[src/rtl/instr_mem_loader.sv]
// ---------------------------------------------------------------------------
// instr_mem_loader
//
// Program loader. It takes a length-prefixed, little-endian byte stream,
// packs the bytes into 32-bit words and writes them to consecutive word
// addresses of the instruction memory, starting at address 0. The CPU is
// held in reset (cpu_hold_o=1) until a load completes successfully.
//
// Stream: L, then 4*N data bytes (byte 0 of a word -> bits 7:0).
//         N = L, except L = 0 means N = DEPTH. L > DEPTH aborts with no writes.
//
// Optional feature macro: LOADER_CHECKSUM_EN
//   defined   : one trailing byte must equal the XOR of L and all data
//               bytes, otherwise the load ends in ERR (memory not rolled back).
//   undefined : no checksum byte; the last write goes straight to DONE.
//
// Ports
//   clk_i          clock, rising edge
//   rst_i          asynchronous active-high reset
//   start_i        one-cycle pulse that begins a load (ignored while busy)
//   byte_valid_i   source presents a byte on byte_data_i
//   byte_data_i    stream byte
//   byte_ready_o   loader accepts a byte this cycle
//   mem_we_o       instruction memory write strobe, one cycle per word
//   mem_addr_o     word address being written
//   mem_wdata_o    word being written
//   cpu_hold_o     high keeps the CPU in reset
//   busy_o         load in progress
//   done_o         load completed successfully (level)
//   err_o          load aborted (level)
//
// state | meaning
// IDLE  | after reset, waiting for start, CPU held
// LEN   | waiting for the length byte
// DATA  | collecting the 4 bytes of the current word
// WRITE | one-cycle memory write of the assembled word
// CHK   | waiting for the checksum byte (LOADER_CHECKSUM_EN only)
// DONE  | load complete, CPU released
// ERR   | load aborted, CPU held
// ---------------------------------------------------------------------------
module instr_mem_loader #(
    parameter int ADDR_W = 6,
    parameter int WORD_W = 32
) (
    input  logic              clk_i,
    input  logic              rst_i,
    input  logic              start_i,
    input  logic              byte_valid_i,
    input  logic [7:0]        byte_data_i,
    output logic              byte_ready_o,
    output logic              mem_we_o,
    output logic [ADDR_W-1:0] mem_addr_o,
    output logic [WORD_W-1:0] mem_wdata_o,
    output logic              cpu_hold_o,
    output logic              busy_o,
    output logic              done_o,
    output logic              err_o
);

    localparam int DEPTH = 1 << ADDR_W;

    localparam logic [2:0] S_IDLE  = 3'd0;
    localparam logic [2:0] S_LEN   = 3'd1;
    localparam logic [2:0] S_DATA  = 3'd2;
    localparam logic [2:0] S_WRITE = 3'd3;
`ifdef LOADER_CHECKSUM_EN
    localparam logic [2:0] S_CHK   = 3'd4;
`endif
    localparam logic [2:0] S_DONE  = 3'd5;
    localparam logic [2:0] S_ERR   = 3'd6;

    logic [2:0]        state_q, state_d;
    logic [ADDR_W-1:0] addr_q, addr_d;
    // Words still to be written; one bit wider than the address so that
    // a full-depth load (L = 0) fits.
    logic [ADDR_W:0]   words_q, words_d;
    logic [1:0]        cnt_q, cnt_d;
    logic [WORD_W-1:0] word_q, word_d;
`ifdef LOADER_CHECKSUM_EN
    logic [7:0]        xor_q, xor_d;
`endif

    logic accept;

    // All outputs are decoded from registered state or are registers.
    always_comb begin
        byte_ready_o = (state_q == S_LEN) || (state_q == S_DATA)
`ifdef LOADER_CHECKSUM_EN
                       || (state_q == S_CHK)
`endif
                       ;
        busy_o       = (state_q == S_LEN) || (state_q == S_DATA) || (state_q == S_WRITE)
`ifdef LOADER_CHECKSUM_EN
                       || (state_q == S_CHK)
`endif
                       ;
        mem_we_o     = (state_q == S_WRITE);
        done_o       = (state_q == S_DONE);
        err_o        = (state_q == S_ERR);
        cpu_hold_o   = (state_q != S_DONE);
    end

    assign mem_addr_o  = addr_q;
    assign mem_wdata_o = word_q;
    assign accept      = byte_valid_i & byte_ready_o;

    always_comb begin
        state_d = state_q;
        addr_d  = addr_q;
        words_d = words_q;
        cnt_d   = cnt_q;
        word_d  = word_q;
`ifdef LOADER_CHECKSUM_EN
        xor_d   = xor_q;
`endif
        case (state_q)
            S_IDLE, S_DONE, S_ERR: begin
                if (start_i) state_d = S_LEN;
            end
            S_LEN: begin
                if (accept) begin
                    if (int'(byte_data_i) > DEPTH) begin
                        state_d = S_ERR;
                    end else begin
                        // L = 0 encodes a full-depth load.
                        words_d = (byte_data_i == 8'd0) ? (ADDR_W+1)'(DEPTH)
                                                        : (ADDR_W+1)'(byte_data_i);
                        addr_d  = '0;
                        cnt_d   = '0;
                        state_d = S_DATA;
`ifdef LOADER_CHECKSUM_EN
                        xor_d   = byte_data_i;
`endif
                    end
                end
            end
            S_DATA: begin
                if (accept) begin
                    // Shift right so the first byte of the word ends in bits 7:0.
                    word_d = {byte_data_i, word_q[WORD_W-1:8]};
                    cnt_d  = cnt_q + 2'd1;
`ifdef LOADER_CHECKSUM_EN
                    xor_d  = xor_q ^ byte_data_i;
`endif
                    if (cnt_q == 2'd3) state_d = S_WRITE;
                end
            end
            S_WRITE: begin
                // Address wraps to 0 after word DEPTH-1; the terminal count
                // ends the load on that same write.
                addr_d  = addr_q + ADDR_W'(1);
                words_d = words_q - (ADDR_W+1)'(1);
                if (words_q == (ADDR_W+1)'(1)) begin
`ifdef LOADER_CHECKSUM_EN
                    state_d = S_CHK;
`else
                    state_d = S_DONE;
`endif
                end else begin
                    state_d = S_DATA;
                end
            end
`ifdef LOADER_CHECKSUM_EN
            S_CHK: begin
                if (accept) state_d = (byte_data_i == xor_q) ? S_DONE : S_ERR;
            end
`endif
            default: state_d = S_IDLE;
        endcase
    end

    always_ff @(posedge clk_i or posedge rst_i) begin
        if (rst_i) begin
            state_q <= S_IDLE;
            addr_q  <= '0;
            words_q <= '0;
            cnt_q   <= '0;
            word_q  <= '0;
`ifdef LOADER_CHECKSUM_EN
            xor_q   <= '0;
`endif
        end else begin
            state_q <= state_d;
            addr_q  <= addr_d;
            words_q <= words_d;
            cnt_q   <= cnt_d;
            word_q  <= word_d;
`ifdef LOADER_CHECKSUM_EN
            xor_q   <= xor_d;
`endif
        end
    end

endmodule

[config.mk]
export PLATFORM = sky130hd
export DESIGN_NAME = instr_mem_loader
export DESIGN_NICKNAME = d
export VERILOG_FILES = /design/src/rtl/instr_mem_loader.sv
export SDC_FILE = /design/constraint.sdc
export NUM_CORES = 1
export LEC_CHECK = 0
export BUFFER_PORTS_ARGS = -buffer_cell sky130_fd_sc_hd__buf_4
export CAP_MARGIN = 10
export CORE_UTILIZATION = 32
export CTS_CLUSTER_SIZE = 40
export DETAILED_ROUTE_END_ITERATION = 12
export GPL_TIMING_DRIVEN = 0
export RECOVER_POWER = 50
export SYNTH_ARGS = -nofsm -noshare
export SYNTH_HDL_FRONTEND = slang
export SYNTH_SLANG_ARGS = --single-unit
[constraint.sdc]
create_clock -name clk_i -period 1.65 [get_ports clk_i]
set_clock_uncertainty 0.1 [all_clocks]
set_input_delay 0.165 -clock clk_i [delete_from_list [all_inputs] [get_ports clk_i]]
set_output_delay 0.165 -clock clk_i [all_outputs]
set_load 0.02 [all_outputs]
==> qor.yml <==
global_route:
  gr-total-overflow: 0
  grt_usage: 0.148
  grt_pass1_vias: 1773
  antenna_found_initial: 0
  grt_pass1_wl_mm: 8.84
  grt_max_degree: 35
hold_path:
  hold_end: "mem_wdata_o[26]$_DFFE_PP0P_"
  whs_path_depth: 2
  worstHoldPathType: "primary input to register"
  worstHoldStart: "byte_data_i[2]"
synth:
  ys_ff_latch: 50
  async_flop_share: 1.00
  syn-mean-instance-area_um2: 11.4
  syn_nets: 227
  synth.distinct_cells: 41
  synthTopCellsByArea: "dfrtp_1 (52%), mux2_2 (15%), nor2_1 (2.6%)"
  yosysTopAreaCellShare: 0.519
  yosys-top-cells-count: "dfrtp_1 (50), mux2_2 (32), nor2_1 (17), o21ai_0 (9), nor3_1 (8)"
  synth.most_common_cell: "dfrtp_1"
  yosysTopAreaCell: "dfrtp_1"
  ys_seq_area_frac: 0.519
  syn_area_um2: 2410
  syn_inst: 211
  synth_edf_count: 0
  ys.warnings.count: 0
  synthFlopType: "dfrtp_1"
placed_design:
  pre_cts_ws_ns: -0.348
  portBuffers: 55
  gp_congestion: 0.793
  hpwl_mm: 3.92
  dp.cells: 366
finish:
  synthToLayoutAreaGrowth_pct: 49.5
  layout-drive-gt1-share: 0.510
  fillerInstances: 668
  antenna_cells: 0
  fin_cells: 399
  nets: 315
clock_network:
  clock-sinks: 50
  clock-root-buffer: "clkbuf_8"
  cts_made_buffers: 5
  h-tree-depth: 2
  worst_skew_pair.late_latency_ns: 0.30
  clock_path_buffers: 2
  cts_tree: "built"
  clkTransAtPathRegs_ns: 0.09
worst_setup_path:
  start_kind: "register"
  slowest_stage: "dfrtp_2"
  critPathBufInv: 1
  reg2reg_depth: 4
  rr_endpoint: "mem_wdata_o[31]$_DFFE_PP0P_"
  crit_path_end_kind: "register"
  max_stage_delay_ns: 0.47
  worst_r2r_startpoint: "state_q[2]$_DFFE_PP0P_"
  crit_required_ns: 1.75
  cp_top_family: "simple AND/OR/NAND/NOR gates"
  path_max_fanout: 8
  path_class: "register to register"
  cp.arrival_ns: 1.77
  worstPathCellList: "nor2b_4, and3_4, clkbuf_16, mux2_2"
  rrSetupSlack_ns: -0.02
floorplan:
  die_h_um: 88.8
  placementRows: 31
  ioPinCount: 56
  core_um2: 7250
  die-area_um2: 7890
  dieWidth_um: 88.8
  start_util: 0.332
sta:
  rsz0062_at_grt: "true"
  drv_slew: 0
  fmax_ghz: 0.598
  hold_violations: 0
  fin_ws_ns: -0.0222
  setup_viol: 6
  tightest_slew_ns: 0.684
  maxSlewHeadroom: 0.544
  fin_crit_sh: 1.01
  fin_crit_ns: 1.67
power_and_ir_drop:
  leakage_nw: 1.67
  power.density_nw_per_um2: 2190
  max-vdd-ir-drop_mv: 1.01
  p_total_w: 0.00790
route:
  totalWireLength_mm: 6.31
  num_vias: 2002
  vias_per_cell: 5.02
  firstDrtPassIters: 4
  first_iter_violations: 120
  drtAntennaViolNets: 0
  drc_errors: 0
  wire_per_inst_um: 15.8
status:
  violations: "negative setup slack"
  status: "complete, but fails checks"
job:
  drv_cap: 0
==> area by class of cell <==
type	count	area [µm²]	share of cell area
buffer	8	109	0.0302
multi-input combinational	143	1280	0.355
timing repair buffer	83	707	0.196
clock inverter	2	12.5	0.00347
inverter	8	37.5	0.0104
tap	99	124	0.0344
sequential	50	1250	0.348
clock buffer	6	82.6	0.0229
==> placed cells by master, fill, tap and decap left out, types with 3 or more instances in the layout <==
| cell | count |
|---|---|
| a21o_1 | 3 |
| a21oi_1 | 6 |
| a22o_1 | 3 |
| a31oi_1 | 4 |
| and3_1 | 3 |
| buf_4 | 68 |
| buf_6 | 8 |
| clkbuf_16 | 4 |
| clkbuf_8 | 6 |
| dfrtp_1 | 49 |
| ha_1 | 3 |
| inv_1 | 5 |
| mux2_2 | 6 |
| mux2_4 | 28 |
| nand2_1 | 6 |
| nand3_1 | 5 |
| nand4_1 | 4 |
| nor2_1 | 15 |
| nor3_1 | 7 |
| o211ai_1 | 5 |
| o21ai_0 | 5 |
| o21ai_1 | 4 |
| o31ai_1 | 4 |
==> power breakdown <==
group / total [W] / switching, W / internal [W]
sequential: 0.00235 / 0.000525 / 0.00183
clock: 0.000750 / 0.000413 / 0.000338
combinational: 0.00480 / 0.00218 / 0.00262
total: 0.00790 / 0.00312 / 0.00478
==> state kept, by name, summed over array words and instances, names as in the netlist <==
name / count
mem_wdata_o: 32
words_q: 7
mem_addr_o: 6
state_q: 3
cnt_q: 2
==> per-layer routing <==
metal  share of wire  vias up  track usage
li1                -      943            -
met1            0.48      992        0.210
met2            0.46       61        0.227
met3           0.045        6       0.0289
met4          0.0095        0       0.0469
met5               0        -            0
==> cell families (layout without fill, tap and decap cells) <==
logic type                 Yosys count  count (layout)  synth area share
AOI/OAI and AO/OA                   44              44             0.129
and+or+nand+nor                     58              58             0.127
DFF                                 50              50             0.519
buffers and inverters               18             107            0.0337
adders and majority gates            4               4            0.0208
muxes                               35              35             0.163
xor gates and xnor gates             2               2           0.00727
==> worst max path at each step <==
stage | startpoint | to | slack (ns) | cells past startpoint
after floorplan | state_q[1]$_DFFE_PP0P_ | words_q[4]$_DFFE_PP0P_ | -0.01 | 6
after global placement | rst_i | mem_wdata_o[4]$_DFFE_PP0P_ | -0.55 | 2
after detailed placement | state_q[1]$_DFFE_PP0P_ | words_q[3]$_DFFE_PP0P_ | -0.35 | 6
after CTS | state_q[2]$_DFFE_PP0P_ | mem_wdata_o[17]$_DFFE_PP0P_ | -0.007 | 5
after global routing | state_q[1]$_DFFE_PP0P_ | words_q[0]$_DFFE_PP0P_ | -0.07 | 6
final | state_q[2]$_DFFE_PP0P_ | mem_wdata_o[31]$_DFFE_PP0P_ | -0.02 | 4
==> stage by stage <==
stage / utilization / setup TNS, ns / instance area [µm²] / hold slack, ns
floorplan: - / -0.0251 / 2420 / 0.200
global placement: 0.407 / -37.19 / 2950 / 0.315
detailed placement: 0.410 / -10.15 / 2970 / 0.0865
CTS: 0.452 / -0.0291 / 3280 / 0.00353
global route: 0.497 / -1.08 / 3600 / 0.00162
finish: 0.497 / -0.0844 / 3600 / 0.0111
==> repair_timing <==
| action | in CTS | in global routing |
|---|---|---|
| hold buffers | 2 | 0 |
| gates cloned | 0 | 5 |
| resized for setup | 31 | 50 |
| endpoints found under the hold margin | 17 | 0 |
| buffers inserted | 10 | 10 |
| endpoints found under the setup margin | 51 | 45 |
| pin swaps | 3 | 7 |
(Power assumes the default switching activity.)
